$ cat src/rtl/result_uart_tx_pkg.sv
// Shared definitions for the result UART: ASCII codes, FSM states, digit count, frame size.
// RESULT_TX_PARITY_EN adds an even-parity bit to every frame.
package result_uart_tx_pkg;

   localparam logic [7:0] CHAR_0  = 8'h30;
   localparam logic [7:0] CHAR_CR = 8'h0D;
   localparam logic [7:0] CHAR_LF = 8'h0A;

`ifdef RESULT_TX_PARITY_EN
   localparam int unsigned FRAME_BITS = 11;
`else
   localparam int unsigned FRAME_BITS = 10;
`endif

   typedef enum logic [2:0] {
      ST_IDLE,
      ST_CONVERT,
      ST_SKIP,
      ST_DIGITS,
      ST_CR,
      ST_LF,
      ST_FIN
   } state_t;

   // ceil(w * log10(2)) in fixed point; w*log10(2) is never an exact integer for w > 0
   function automatic int unsigned ndig(input int unsigned w);
      return (w * 30103 + 99999) / 100000;
   endfunction

endpackage

$ cat src/rtl/uart_tx_byte.sv
// Byte serializer: start, 8 data bits LSB first, optional even parity, stop.
// RESULT_TX_PARITY_EN inserts the parity bit after data bit 7.
module uart_tx_byte
   import result_uart_tx_pkg::*;
#(
   parameter int unsigned CLKS_PER_BIT = 868
) (
   input  logic       clk,
   input  logic       rst,
   input  logic       i_valid,
   input  logic [7:0] i_data,
   output logic       o_ready_c,
   output logic       o_tx
);

   localparam int unsigned BAUD_W = (CLKS_PER_BIT > 1) ? $clog2(CLKS_PER_BIT) : 1;
   localparam int unsigned BIT_W  = 4;
   localparam int unsigned SH_W   = FRAME_BITS - 1;

   logic              r_active;
   logic [BAUD_W-1:0] r_baud;
   logic [BIT_W-1:0]  r_bit;
   logic [SH_W-1:0]   r_shift;
   logic              r_tx;

   logic              w_bit_end;
   logic              w_last_bit;
   logic              w_take;
   logic [SH_W-1:0]   w_load;

   assign w_bit_end  = (r_baud == BAUD_W'(CLKS_PER_BIT - 1));
   assign w_last_bit = (r_bit == BIT_W'(FRAME_BITS - 1));
   // Accept a new byte while idle or in the final cycle of a stop bit (gapless frames)
   assign o_ready_c  = ~r_active | (w_bit_end & w_last_bit);
   assign w_take     = i_valid & o_ready_c;

`ifdef RESULT_TX_PARITY_EN
   assign w_load = {1'b1, ^i_data, i_data};
`else
   assign w_load = {1'b1, i_data};
`endif

   always_ff @(posedge clk) begin
      if (!rst) begin
         r_active <= 1'b0;
         r_baud   <= '0;
         r_bit    <= '0;
         r_shift  <= '0;
         r_tx     <= 1'b1;
      end else if (w_take) begin
         r_active <= 1'b1;
         r_baud   <= '0;
         r_bit    <= '0;
         r_shift  <= w_load;
         r_tx     <= 1'b0;
      end else if (r_active) begin
         if (w_bit_end) begin
            r_baud <= '0;
            if (w_last_bit) begin
               r_active <= 1'b0;
               r_tx     <= 1'b1;
            end else begin
               r_bit   <= r_bit + BIT_W'(1);
               r_tx    <= r_shift[0];
               r_shift <= r_shift >> 1;
            end
         end else begin
            r_baud <= r_baud + BAUD_W'(1);
         end
      end
   end

   assign o_tx = r_tx;

endmodule

$ cat src/rtl/result_uart_tx.sv
// Captures the solver count on a done edge, converts it to decimal and sends it as ASCII + CR LF.
// RESULT_TX_PARITY_EN (see uart_tx_byte) selects 8E1 framing instead of 8N1.
module result_uart_tx
   import result_uart_tx_pkg::*;
#(
   parameter int unsigned CLKS_PER_BIT = 868,
   parameter int unsigned COUNT_W      = 64
) (
   input  logic               clk,
   input  logic               rst,
   input  logic [COUNT_W-1:0] total_count,
   input  logic               done,
   output logic               tx,
   output logic               busy,
   output logic               sent
);

   localparam int unsigned NDIG  = ndig(COUNT_W);
   localparam int unsigned BCD_W = NDIG * 4;
   localparam int unsigned IDX_W = (NDIG > 1) ? $clog2(NDIG) : 1;
   localparam int unsigned CNT_W = $clog2(COUNT_W + 1);

   state_t             r_state;
   logic               r_done_q;
   logic               r_busy;
   logic               r_sent;
   logic [COUNT_W-1:0] r_bin;
   logic [BCD_W-1:0]   r_bcd;
   logic [CNT_W-1:0]   r_cnt;
   logic [IDX_W-1:0]   r_idx;

   logic [BCD_W-1:0]   w_bcd_adj;
   logic [3:0]         w_digit;
   logic               w_valid;
   logic               w_ready;
   logic [7:0]         w_byte;
   logic               w_tx;

   // Double-dabble correction: add 3 to every digit >= 5 before the shift
   always_comb begin
      w_bcd_adj = r_bcd;
      for (int i = 0; i < int'(NDIG); i++) begin
         if (r_bcd[i*4 +: 4] >= 4'd5) begin
            w_bcd_adj[i*4 +: 4] = r_bcd[i*4 +: 4] + 4'd3;
         end
      end
   end

   always_comb begin
      w_digit = '0;
      for (int i = 0; i < int'(NDIG); i++) begin
         if (r_idx == IDX_W'(i)) begin
            w_digit = r_bcd[i*4 +: 4];
         end
      end
   end

   always_comb begin
      w_valid = 1'b0;
      w_byte  = CHAR_0;
      case (r_state)
         ST_DIGITS: begin
            w_valid = 1'b1;
            w_byte  = CHAR_0 | {4'h0, w_digit};
         end
         ST_CR: begin
            w_valid = 1'b1;
            w_byte  = CHAR_CR;
         end
         ST_LF: begin
            w_valid = 1'b1;
            w_byte  = CHAR_LF;
         end
         default: ;
      endcase
   end

   always_ff @(posedge clk) begin
      if (!rst) begin
         r_state  <= ST_IDLE;
         r_done_q <= 1'b0;
         r_busy   <= 1'b0;
         r_sent   <= 1'b0;
         r_bin    <= '0;
         r_bcd    <= '0;
         r_cnt    <= '0;
         r_idx    <= '0;
      end else begin
         r_done_q <= done;
         r_sent   <= 1'b0;
         case (r_state)
            ST_IDLE: begin
               if (done && !r_done_q) begin
                  r_bin   <= total_count;
                  r_bcd   <= '0;
                  r_cnt   <= CNT_W'(COUNT_W);
                  r_busy  <= 1'b1;
                  r_state <= ST_CONVERT;
               end
            end
            ST_CONVERT: begin
               r_bcd <= (w_bcd_adj << 1) | BCD_W'(r_bin[COUNT_W-1]);
               r_bin <= r_bin << 1;
               r_cnt <= r_cnt - CNT_W'(1);
               if (r_cnt == CNT_W'(1)) begin
                  r_idx   <= IDX_W'(NDIG - 1);
                  r_state <= ST_SKIP;
               end
            end
            // Drop leading zeros, but digit 0 is always sent
            ST_SKIP: begin
               if (r_idx != '0 && w_digit == 4'd0) begin
                  r_idx <= r_idx - IDX_W'(1);
               end else begin
                  r_state <= ST_DIGITS;
               end
            end
            ST_DIGITS: begin
               if (w_ready) begin
                  if (r_idx == '0) begin
                     r_state <= ST_CR;
                  end else begin
                     r_idx <= r_idx - IDX_W'(1);
                  end
               end
            end
            ST_CR: begin
               if (w_ready) r_state <= ST_LF;
            end
            ST_LF: begin
               if (w_ready) r_state <= ST_FIN;
            end
            // Serializer is busy with LF; its ready marks the last stop-bit cycle
            ST_FIN: begin
               if (w_ready) begin
                  r_sent  <= 1'b1;
                  r_busy  <= 1'b0;
                  r_state <= ST_IDLE;
               end
            end
            default: r_state <= ST_IDLE;
         endcase
      end
   end

   uart_tx_byte #(
      .CLKS_PER_BIT(CLKS_PER_BIT)
   ) u_tx (
      .clk      (clk),
      .rst      (rst),
      .i_valid  (w_valid),
      .i_data   (w_byte),
      .o_ready_c(w_ready),
      .o_tx     (w_tx)
   );

   assign tx   = w_tx;
   assign busy = r_busy;
   assign sent = r_sent;

endmodule

$ cat config.mk
export PLATFORM = sky130hd
export DESIGN_NAME = result_uart_tx
export DESIGN_NICKNAME = d
export VERILOG_FILES = /design/src/rtl/result_uart_tx_pkg.sv /design/src/rtl/uart_tx_byte.sv /design/src/rtl/result_uart_tx.sv
export SDC_FILE = /design/constraint.sdc
export NUM_CORES = 1
export LEC_CHECK = 0
export BUFFER_PORTS_ARGS = -buffer_cell sky130_fd_sc_hd__clkbuf_2
export CORE_MARGIN = 2
export CORE_UTILIZATION = 26
export CTS_CLUSTER_DIAMETER = 200
export DETAILED_ROUTE_END_ITERATION = 8
export SETUP_SLACK_MARGIN = 0.3
export SYNTH_ARGS = -nofsm -noshare
export SYNTH_HDL_FRONTEND = slang
export SYNTH_HIERARCHICAL = 1
export SYNTH_SLANG_ARGS = --single-unit
$ cat constraint.sdc
create_clock -name clk -period 3.1 [get_ports clk]
set_input_delay 0.155 -clock clk [delete_from_list [all_inputs] [get_ports clk]]
set_output_delay 0.155 -clock clk [all_outputs]
set_load 0.01 [all_outputs]
# Word-level counts from Yosys, hierarchy flattened
# Cells that the tools add are included.
[totals] output_inout_bits=3 in_bits=67 elab_cells=204 regBits=187
[classes] muxes=79 order_cmp=20 bitwise_logic=7 eq_ne=39 reduce_logical=22 n_addsub=24
[op_table] cell="$pmux 80 s2" count=1
[op_table] cell="$mux 4" count=39
[op_table] cell="$pmux 64 s2" count=1
[op_table] cell="$ge 4x3->1 const B" count=20
[op_table] cell="$mux 80" count=1
[op_table] cell="$or 80x1->80" count=1
[op_table] cell="$add 4x2->4 const B" count=19
[op_table] cell="$mux 64" count=1
[op_table] cell="$eq 5x4->1 const B" count=8
[op_table] cell="$mux 9" count=4
[op_table] cell="$mux 3" count=9
[op_table] cell="$pmux 3 s7" count=1
[op_table] cell="$eq 5x3->1 const B" count=4
[op_table] cell="$eq 5x5->1 const B" count=4
[op_table] cell="$mux 5" count=4
[op_table] cell="$pmux 6 s3" count=1
[op_table] cell="$pmux 5 s3" count=1
[op_table] cell="$ne 2x2->1 const B" count=7
[op_table] cell="$pmux 7 s2" count=1
[op_table] cell="$mux 1" count=12
[op_table] cell="$add 10x1->10 const B" count=1
[op_table] cell="$eq 10x10->1 const B" count=1
[op_table] cell="$eq 5x2->1 const B" count=2
[op_table] cell="$mux 10" count=1
[op_table] cell="other kinds (30)" count=47

# Logic depth before layout (Yosys ltp)
# Gate-level depths: netlist (run 1).
[logic_depth] word_depth=25 ltp_mapped=14 mapped_depth_nobuf=11

# By module
# Netlist (run 1), hierarchy kept.
[modules_own_cells] module="result_uart_tx" n_inst=1 area_each_um2=9276.4 cells_per_inst=1243 seq_area_each_um2=3243.1
[modules_own_cells] module="uart_tx_byte" n_inst=1 area_each_um2=1186.1 cells_per_inst=131 seq_area_each_um2=500.5

# Worst setup path before layout (run 1)
# Ideal clock, no wire load.
[synth_timing] path_type="register to register" from="reg r_idx[1]" to="reg r_idx[4]" arrival_ps=2607 path_buffers=4 setup_slack_ps=374 required_time_ps=2981 stages_incl_launch_ff=14 setup_time_ps=119 period_less_slack_ps=2726 cell_sequence="dfxtp_1 inv_1 ha_1 buf_2 buf_2 buf_2 a221oi_1 a211oi_1 a221oi_1 a211oi_1 and4_1 buf_2 o31a_1 o221a_1"
[synth_between] elab_chain_cells=25 elab_cells_between_ends=51 classes_between="add/sub (1); eq/ne (21); mux (24); reduce/logical (5)"
[synth_lines] item="start: declaration" line_no="result_uart_tx.sv:30" source="logic [IDX_W-1:0] r_idx;"
[synth_lines] item="start signal: assignment" line_no="result_uart_tx.sv:106" source="r_idx <= IDX_W'(NDIG - 1);"
[synth_lines] item="start signal: assignment" line_no="result_uart_tx.sv:113" source="r_idx <= r_idx - IDX_W'(1);"
[synth_lines] item="start signal: assignment" line_no="result_uart_tx.sv:123" source="r_idx <= r_idx - IDX_W'(1);"
[synth_lines] item="$logic_not 5->1" line_no="result_uart_tx.sv:52, result_uart_tx.sv:120"
[synth_lines] item="$mux 4 (20 in a row)" line_no="result_uart_tx.sv:52" source="if (r_idx == IDX_W'(i)) begin"
[synth_lines] item="$logic_not 4->1" line_no="result_uart_tx.sv:112" source="if (r_idx != '0 && w_digit == 4'd0) begin"
[synth_lines] item="$logic_and 1x1->1" line_no="result_uart_tx.sv:112"
[synth_lines] item="$ne 2x2->1 (no line)"
[synth_lines] item="$reduce_and 5->1 (no line)"
# Several ways; a longest one is shown, not always the timed one. The select of a mux whose other input is x is not followed.
# A chain may end at the register's enable or synchronous reset.

# Worst setup path after layout (run 1)
[layout_timing] from="reg r_idx[0]" to="reg r_idx[4]"
# Same word-level chain as after synthesis.

==> run_results.csv, run 1 <==
group,metric,value,unit
sta,slew_viol_final,0,
sta,fin_crit_sh,90.29,%
critical_path,cpPeakStageDelay,0.53,ns
yosys,synth-async-reset-ratio,0,%
global_routing,grt_overflow,0,
placement,io_buffer_count,69,
run,cap_violations,0,
routing,drc,0,
clocking,cts.sinks,187,
layout,syn2layout_area_growth,23.43,%
global_routing,grt_pass1_vias,9608,
placement,dpl.hpwl,17740,um
yosys,ys_seq_area_share,35.78,%
global_routing,grt_pass1_wl,47110,um
pwr,total_power,8814,uW
layout,post_route_cells_drive_above_1_share,12.45,%
routing,wl_per_cell,14.09,um
routing,viasPerCell,5.071,
sta,setup_violations,0,
sta,hold_viol,0,
sta,finClkSkew,0.01690,ns
sta,slew_headroom,36.09,%
hold_path,hold_path_class,"in -> reg",
critical_path,cp_max_fo,7,
clocking,insertion_delay,0.45,ns
routing,routed_wl,28230,um
die,die_h,204.6,um
yosys,yosys_warnings,6,
placement,gp_congestion,0.8679,
yosys,synth.avg_cell_area,7.615,um^2
global_routing,grt_max_degree,184,
pwr,peakVddDrop,0.4317,mV
sta,worstMarginPinSlew,0.9563,ns
sta,fmax,357.3,MHz
global_routing,antenna_found_initial,0,
clocking,cts_htree_levels,4,
die,core,39730,um^2
critical_path,critPathKind,"reg -> reg",
critical_path,start_kind,"flop",
clocking,cts_buffers,17,
die,start_util,26.33,%
critical_path,path_cells,"clkinvlp_4 > ha_4 > buf_4 > nor3b_1 > or4b_1 > nor4b_2 > o21ai_2 > a211oi_2 > and4_4 > o31a_1 > o221a_1",
die,rows,73,
routing,vias,10158,
critical_path,arrival,3.13,ns
routing,drtIter0Drc,708,
yosys,syn_area,10460,um^2
yosys,synth_flop_cell,"dfxtp_1",
sta,fin_ws,0.3011,ns
sta,period_needed,2.799,ns
critical_path,path_buf_inv,2,
clocking,cts_max_path_buffers,2,
critical_path,required,3.43,ns
layout,diodes,0,
die,fp.dieW,204.6,um
pwr,powerDensity,682.5,nW/um^2
status,status,"complete, no violations",
yosys,synth.distinct_cells,77,
critical_path,critPathTopFamily,"simple AND/OR/NAND/NOR gates",
clocking,cts_tree,"yes",
layout,final_nets,1582,
sta,grt_setup_unrepaired,"true",
yosys,yosys_register_bits,187,
yosys,syn_inst,1374,
critical_path,crit_path_end_kind,"flop",
sta,fin_tns_setup,0,ns
pwr,cellLeakagePower,0.004440,uW
routing,drt_pass1_iterations,5,
critical_path,crit_slowest_cell,"or4b_1",
die,ioPinCount,70,
placement,post-place-ws,0.08227,ns
die,dieArea,41860,um^2
clocking,clk_pin_slew,0.07,ns
clocking,clockRootBuffer,"clkbuf_16",
global_routing,grt_use_total,13.44,%
yosys,synth_edf_count,0,
routing,antenna_left,0,
[cells by family after synthesis]
group                    count (synthesis)  synth area share [%]
adder cells (fa/ha/maj)                 50                 5.979
AND/OR/NAND/NOR                        520                 23.24
XOR/XNOR                                47                 3.935
other                                    1               0.03584
multiplexers                             9                0.8611
buffers and inverters                  160                 5.979
flip-flops                             187                 35.78
AO/OA/AOI/OAI                          400                 24.19
[area by class of cell]
cell class / count / area [um^2]
Clock inverter: 14 / 187.7
Multi-Input combinational cell: 1028 / 6274
Timing Repair Buffer: 171 / 1380
Fill cell: 4134 / 26820
Sequential cell: 187 / 3752
Tap cell: 525 / 656.9
Clock buffer: 18 / 429.2
Inverter: 60 / 234.0
[path summary, 6_finish.rpt]
path | from | endpoint | slack, ns | cells after the start
worst min register to register | r_bin[63]$_SDFFE_PN0P_ | r_bcd[0]$_SDFFE_PN0P_ | 0.45 | 2
worst min-delay path | total_count[60] | r_bin[60]$_SDFFE_PN0P_ | 0.03 | 3
worst max register to register | r_idx[0]$_SDFFE_PN0P_ | r_idx[4]$_SDFFE_PN0P_ | 0.30 | 11
worst max-delay path | r_idx[0]$_SDFFE_PN0P_ | r_idx[4]$_SDFFE_PN0P_ | 0.30 | 11
[through the flow]
step / instance area, um^2 / instances / hold WS [ns] / util [%]
5_1_grt: 12910 / 2003 / 0.01315 / 32.50
3_3_place_gp: 11390 / 1900 / 0.3958 / 28.66
4_1_cts: 12740 / 2000 / 0.006519 / 32.06
2_1_floorplan: 10470 / 1375 / 0.2334 / -
3_5_place_dp: 11390 / 1900 / 0.4071 / 28.66
6_report: 12910 / 2003 / 0.02708 / 32.50
[power by group]
group / switching (uW) / total (uW) / internal, uW
combinational: 2180 / 3530 / 1350
clock: 1130 / 2240 / 1110
sequential: 251 / 3040 / 2790
total: 3570 / 8810 / 5250
[worst register-to-register path: cells and delay by family, from the launching register on]
family	cells	cell delay [ns]
fa+ha+maj	1	0.21
flops	1	0.39
buf+inv	2	0.30
simple gates	4	1.10
compound gates	4	0.69
[cells in the mapped netlist, types with 4 or more instances]
cell / number / area, um^2
xor2_1: 21 / 183.9
a22oi_1: 26 / 195.2
o31ai_1: 4 / 30.03
nor3_1: 49 / 245.2
o211ai_1: 5 / 37.54
nor2b_1: 14 / 87.58
nor4_1: 5 / 31.28
nand3_1: 73 / 365.4
and2_1: 5 / 31.28
a221oi_1: 8 / 70.07
xnor2_1: 26 / 227.7
dfxtp_1: 187 / 3744
a211oi_1: 17 / 127.6
o21ai_0: 82 / 410.4
buf_2: 14 / 70.07
nor3b_1: 4 / 30.03
inv_1: 58 / 217.7
clkbuf_1: 72 / 270.3
nor2_1: 102 / 382.9
ha_1: 50 / 625.6
nand3b_1: 12 / 90.09
buf_1: 12 / 45.04
or3_1: 5 / 31.28
a21oi_1: 149 / 745.7
mux2i_1: 9 / 90.09
nand2_1: 196 / 735.7
a311oi_1: 40 / 350.3
nand2b_1: 29 / 181.4
a31oi_1: 23 / 143.9
[layer usage]
metal | share of wire (%) | vias up | GRT usage (%)
li1 | - | 5061 | -
met1 | 48 | 4856 | 17.96
met2 | 47 | 206 | 22.20
met3 | 3.6 | 35 | 2.323
met4 | 1.5 | 0 | 3.623
met5 | 0 | - | 0
[what timing repair did]
item,CTS,global route
hold buffers,63,0
resized for setup,12,29
gates cloned,1,1
buffers inserted,4,2
endpoints found under the setup margin,7,9
hold endpoints to repair,63,0
pin swaps,3,16
[state kept, by name, summed over array words and instances (netlist names)]
register	flops
u_tx/r_shift	9
r_done_q	1
u_tx/r_bit	4
u_tx/o_tx	1
r_state	3
busy	1
r_bcd	80
u_tx/r_baud	10
r_bin	64
sent	1
u_tx/r_active	1
r_idx	5
r_cnt	7
[cells in the final DEF, fill, tap and decap left out, types with 5 or more instances in the layout]
cell type / instances
o211ai_1: 5
clkinv_8: 7
buf_12: 5
clkbuf_16: 18
ha_1: 46
or3_1: 5
nor2_1: 101
nand3_1: 73
o21ai_0: 80
nand2b_1: 29
clkbuf_2: 69
nand3b_1: 12
a22oi_1: 26
nand2_1: 195
xor2_1: 21
a21oi_1: 148
a31oi_1: 23
a211oi_1: 16
inv_1: 56
dfxtp_1: 184
nor2b_1: 14
xnor2_1: 26
a311oi_1: 40
mux2i_1: 9
nor3_1: 49
dlygate4sd3_1: 63
buf_4: 30
(Power assumes the default switching activity.)
==> run 2: changes to the inputs <==
--- a/config.mk
+++ b/config.mk
@@ -10,6 +10,7 @@
 export CORE_UTILIZATION = 26
 export CTS_CLUSTER_DIAMETER = 200
 export DETAILED_ROUTE_END_ITERATION = 8
+export PLACE_DENSITY = 0.52
 export SETUP_SLACK_MARGIN = 0.3
 export SYNTH_ARGS = -nofsm -noshare
 export SYNTH_HDL_FRONTEND = slang
==> run 2 against run 1 <==
Global-route usage grew 0.44 points. Clock skew shrank 0.0065 ns. Cell count is the same. Critical path type unchanged. Hold slack lost 0.016 ns. Clock power grew 5%. Total power grew 0.94%. Non-clock buffer count is the same.
==> run_results.csv, run 2 (synthesis results as in run 1) <==
group,metric,value,unit
layout,post_route_cells_drive_above_1_share,12.58,%
critical_path,required,3.43,ns
layout,diodes,0,
critical_path,crit_slowest_cell,"or4b_1",
global_routing,grt_pass1_vias,9546,
sta,worstMarginPinSlew,0.7897,ns
pwr,peakVddDrop,0.5406,mV
run,cap_violations,0,
die,ioPinCount,70,
placement,gp_congestion,0.8505,
sta,fin_crit_sh,88.79,%
layout,stdcell_area,12930,um^2
layout,reg_top3,"r_bcd (80), r_bin (64), u_tx/r_baud (10)",
sta,slew_headroom,47.36,%
clocking,clk_pin_slew,0.08,ns
clocking,cts_tree,"yes",
critical_path,cpPeakStageDelay,0.53,ns
clocking,insertion_delay,0.44,ns
critical_path,start_kind,"flop",
die,start_util,26.33,%
routing,drt_pass1_iterations,5,
layout,regMostFlops,"r_bcd",
routing,vias,10046,
global_routing,grt_overflow,0,
critical_path,path_cells,"inv_4 > ha_4 > buf_12 > nor3b_2 > or4b_1 > nor4b_4 > o21ai_2 > a211oi_2 > and4_4 > o31a_1 > o221a_1",
critical_path,arrival,3.08,ns
layout,syn2layout_area_growth,23.62,%
critical_path,cp_max_fo,16,
status,status,"complete, no violations",
global_routing,grt_max_degree,155,
global_routing,grt_use_total,13.88,%
die,die_h,204.6,um
die,fp.dieW,204.6,um
global_routing,antenna_found_initial,0,
routing,viasPerCell,5.015,
pwr,cellLeakagePower,0.004474,uW
placement,post-place-ws,0.03039,ns
sta,fin_tns_setup,0,ns
routing,routed_wl,28860,um
sta,fmax,363.3,MHz
layout,final_nets,1582,
layout,final_common_cell,"nand2_1",
critical_path,path_buf_inv,2,
clocking,cts_buffers,17,
layout,final_cell_mix,"nand2_1, dfxtp_1, a21oi_1, nor2_1, o21ai_0",
global_routing,grt_pass1_wl,48270,um
layout,n_fill_cell,4189,
sta,period_needed,2.752,ns
clocking,cts.sinks,187,
die,core,39730,um^2
placement,place_area,11490,um^2
routing,antenna_left,0,
placement,dpl.hpwl,18450,um
clocking,cts_max_path_buffers,2,
placement,io_buffer_count,69,
hold_path,hold_path_class,"in -> reg",
layout,final_core_util,32.55,%
critical_path,crit_path_end_kind,"flop",
routing,drc,0,
clocking,cts_htree_levels,4,
sta,hold_viol,0,
sta,slew_viol_final,0,
routing,drtIter0Drc,579,
sta,fin_ws,0.3476,ns
die,rows,73,
die,dieArea,41860,um^2
pwr,powerDensity,687.9,nW/um^2
sta,setup_violations,0,
sta,grt_setup_unrepaired,"true",
clocking,clockRootBuffer,"clkbuf_16",
routing,wl_per_cell,14.41,um
layout,largest_reg_flops,80,
sta,finClkSkew,0.01043,ns
critical_path,critPathKind,"reg -> reg",
critical_path,critPathTopFamily,"simple AND/OR/NAND/NOR gates",
## run 2: cell types whose count changed in the layout (fill, tap and decap cells not counted), sizes merged
cell / before / now
buf: 38 / 42
inv: 65 / 64
dlygate4sd3: 63 / 60
bufinv: 0 / 2
clkinv: 8 / 6
## run 2: layout make-up
cell class | count | area, um^2 | area share, %
inverter | 60 | 230.2 | 1.780
clock buffer | 19 | 452.9 | 3.502
multi-input combinational | 1028 | 6266 | 48.45
tap | 525 | 656.9 | 5.079
timing repair buffer | 171 | 1400 | 10.83
clock inverter | 13 | 176.4 | 1.364
sequential | 187 | 3751 | 29.00
## run 2: worst reg2reg max path, delay by kind of cell, from the launching register on
family,cells,cell delay (ns)
AND/OR/NAND/NOR,4,1.08
buffers and inverters,2,0.21
adder cells (fa/ha/maj),1,0.18
AO/OA/AOI/OAI,4,0.76
flip-flops,1,0.41
## run 2: worst paths after layout
| kind | start | end | slack (ns) | depth (start not counted) |
|---|---|---|---|---|
| max | r_idx[0]$_SDFFE_PN0P_ | r_idx[4]$_SDFFE_PN0P_ | 0.35 | 11 |
| min | total_count[52] | r_bin[52]$_SDFFE_PN0P_ | 0.01 | 3 |
| max reg2reg | r_idx[0]$_SDFFE_PN0P_ | r_idx[4]$_SDFFE_PN0P_ | 0.35 | 11 |
| min reg2reg | r_bin[63]$_SDFFE_PN0P_ | r_bcd[0]$_SDFFE_PN0P_ | 0.46 | 2 |
## run 2: routing by layer
| layer | vias up | global-route usage [%] | wire [um] |
|---|---|---|---|
| li1 | 5047 | - | - |
| met1 | 4792 | 19.26 | 14270 |
| met2 | 184 | 22.33 | 13250 |
| met3 | 23 | 2.084 | 957 |
| met4 | 0 | 3.675 | 376 |
| met5 | - | 0 | 0 |
## run 2: report_power, final
group | switching, uW | internal (uW) | total [uW]
Combinational | 2150 | 1340 | 3490
Clock | 1080 | 1270 | 2350
Sequential | 275 | 2790 | 3060
Total | 3500 | 5400 | 8900
## run 2: metrics by stage
stage / hold WS, ns / total power, uW / cells
detailed placement: 0.4013 / 6328 / 1909
global route: 0.01759 / 9484 / 2003
floorplan: 0.2334 / 5298 / 1375
global placement: 0.3948 / 6291 / 1909
CTS: 0.002607 / 8841 / 2001
finish: 0.01126 / 8897 / 2003
## run 2: timing repair
item / in CTS / in global routing
cloned: 0 / 0
endpoints found under the hold margin: 60 / 0
pin swaps: 4 / 9
hold buffers: 60 / 0
endpoints found under the setup margin: 7 / 8
gates resized for setup: 14 / 29
buffers inserted: 0 / 2
==> run 3: changes to the inputs <==
--- a/config.mk
+++ b/config.mk
@@ -6,11 +6,13 @@
 export NUM_CORES = 1
 export LEC_CHECK = 0
 export BUFFER_PORTS_ARGS = -buffer_cell sky130_fd_sc_hd__clkbuf_2
+export CELL_PAD_IN_SITES_DETAIL_PLACEMENT = 1
+export CELL_PAD_IN_SITES_GLOBAL_PLACEMENT = 1
 export CORE_MARGIN = 2
 export CORE_UTILIZATION = 26
 export CTS_CLUSTER_DIAMETER = 200
 export DETAILED_ROUTE_END_ITERATION = 8
-export PLACE_DENSITY = 0.52
+export PLACE_DENSITY = 0.57
 export SETUP_SLACK_MARGIN = 0.3
 export SYNTH_ARGS = -nofsm -noshare
 export SYNTH_HDL_FRONTEND = slang
==> run 3 against run 2 <==
Global-route usage up 1.9 points. First-iteration DRC count decreased by 28%. Critical path depth increased by 1.
==> run_results.csv, run 3 (synthesis results as in run 1) <==
group,metric,value,unit
status,status,"complete, no violations",
layout,post_route_cells_drive_above_1_share,13.01,%
critical_path,crit_slowest_cell,"or3b_2",
routing,vias,10174,
critical_path,critPathKind,"reg -> reg",
routing,drc,0,
die,rows,73,
routing,drtIter0Drc,419,
die,start_util,26.33,%
die,die_h,204.6,um
sta,period_needed,2.687,ns
routing,viasPerCell,5.067,
critical_path,crit_path_end_kind,"flop",
sta,grt_setup_unrepaired,"false",
run,cap_violations,0,
critical_path,arrival,3.03,ns
sta,slew_headroom,51.01,%
die,dieArea,41860,um^2
layout,reg_top3,"r_bcd (80), r_bin (64), u_tx/r_baud (10)",
clocking,clockRootBuffer,"clkbuf_16",
critical_path,critPathTopFamily,"simple AND/OR/NAND/NOR gates",
routing,drt_pass1_iterations,5,
routing,routed_wl,32380,um
routing,wl_per_cell,16.13,um
layout,final_core_util,32.58,%
critical_path,path_buf_inv,3,
critical_path,cp_max_fo,19,
global_routing,antenna_found_initial,0,
sta,fin_tns_setup,0,ns
pwr,powerDensity,694.1,nW/um^2
sta,hold_viol,0,
global_routing,grt_pass1_vias,10467,
layout,largest_reg_flops,80,
clocking,insertion_delay,0.45,ns
layout,n_fill_cell,4781,
die,fp.dieW,204.6,um
clocking,cts_htree_levels,4,
global_routing,grt_pass1_wl,54290,um
layout,diodes,0,
clocking,clk_pin_slew,0.07,ns
clocking,cts_max_path_buffers,2,
placement,dpl.hpwl,21090,um
die,ioPinCount,70,
global_routing,grt_overflow,0,
layout,final_common_cell,"nand2_1",
sta,worstMarginPinSlew,0.7348,ns
critical_path,start_kind,"flop",
sta,finClkSkew,0.01977,ns
layout,syn2layout_area_growth,23.74,%
sta,setup_violations,0,
layout,regMostFlops,"r_bcd",
sta,slew_viol_final,0,
critical_path,path_cells,"inv_4 > ha_4 > buf_12 > or3b_2 > a32o_2 > a22oi_2 > o21ai_2 > a21oi_2 > and4_4 > buf_4 > o211ai_1 > and3_1",
routing,antenna_left,0,
clocking,cts.sinks,187,
clocking,cts_buffers,17,
hold_path,hold_path_class,"in -> reg",
pwr,peakVddDrop,0.5244,mV
global_routing,grt_max_degree,154,
die,core,39730,um^2
layout,final_cell_mix,"nand2_1, dfxtp_1, a21oi_1, nor2_1, o21ai_0",
critical_path,cpPeakStageDelay,0.44,ns
placement,io_buffer_count,69,
global_routing,grt_use_total,15.74,%
sta,fmax,372.2,MHz
placement,gp_congestion,0.8044,
pwr,cellLeakagePower,0.004481,uW
sta,fin_crit_sh,86.68,%
clocking,cts_tree,"yes",
layout,final_nets,1587,
critical_path,required,3.44,ns
==> run 3: cell types whose count changed in the layout (fill, tap and decap cells not counted), sizes merged <==
cell,change
clkinv,-3
clkinvlp,-1
inv,+3
dlygate4sd3,+4
buf,+1
clkbuf,+1
==> run 3: routing by layer <==
layer | GRT usage (%) | vias up | part of all wire, %
met2 | 26.87 | 117 | 48
met5 | 0 | - | 0
met3 | 2.370 | 19 | 2.2
li1 | - | 5062 | -
met1 | 20.81 | 4976 | 49
met4 | 3.571 | 0 | 0.92
==> run 3: what timing repair did <==
item                       in CTS  in global routing
hold buffers                   64                  0
gates resized for setup        21                 23
buffers inserted                0                  4
setup endpoints to repair       8                  8
pin swaps                       2                 10
hold endpoints to repair       64                  0
==> run 3: worst paths after layout <==
path / start / to / slack (ns) / depth (start not counted)
worst max-delay path: r_idx[1]$_SDFFE_PN0P_ / r_state[0]$_SDFFE_PN0P_ / 0.41 / 12
worst min-delay path: total_count[23] / r_bin[23]$_SDFFE_PN0P_ / 0.06 / 3
worst max register to register: r_idx[1]$_SDFFE_PN0P_ / r_state[0]$_SDFFE_PN0P_ / 0.41 / 12
worst min register to register: r_bin[63]$_SDFFE_PN0P_ / r_bcd[0]$_SDFFE_PN0P_ / 0.44 / 2
==> run 3: report_power, final <==
group          switching [uW]  total [uW]  internal (uW)
registers                 285        3070           2790
clock network            1110        2380           1280
logic                    2200        3530           1330
total                    3590        8990           5400
==> run 3: cell type report <==
cell class | instances | area [um^2] | share of cell area, %
clock inverter | 12 | 167.7 | 1.295
clock buffer | 20 | 456.7 | 3.528
sequential | 187 | 3754 | 28.99
inverter | 60 | 232.7 | 1.798
tap | 525 | 656.9 | 5.074
timing repair buffer | 176 | 1416 | 10.94
multi-input combinational | 1028 | 6262 | 48.37
==> run 3: stage by stage <==
step | hold WS [ns] | setup slack [ns] | std cells | area [um^2] | power (uW)
5_1_grt | 0.06715 | 0.3015 | 2008 | 12950 | 9618
6_report | 0.06295 | 0.4130 | 2008 | 12950 | 8986
2_1_floorplan | 0.2334 | 0.3740 | 1375 | 10470 | 5298
3_5_place_dp | 0.4102 | 0.02617 | 1908 | 11490 | 6411
3_3_place_gp | 0.4073 | 0.09260 | 1908 | 11490 | 6361
4_1_cts | 0.04872 | 0.3178 | 2004 | 12820 | 9004
==> run 3: worst reg2reg max path, stage by stage, from the launching register on <==
cell and delay, ns:
dfxtp_4 0.39, inv_4 0.06, ha_4 0.20, buf_12 0.16, or3b_2 0.45, a32o_2 0.30, a22oi_2 0.17, o21ai_2 0.08
a21oi_2 0.13, and4_4 0.26, buf_4 0.13, o211ai_1 0.07, and3_1 0.18
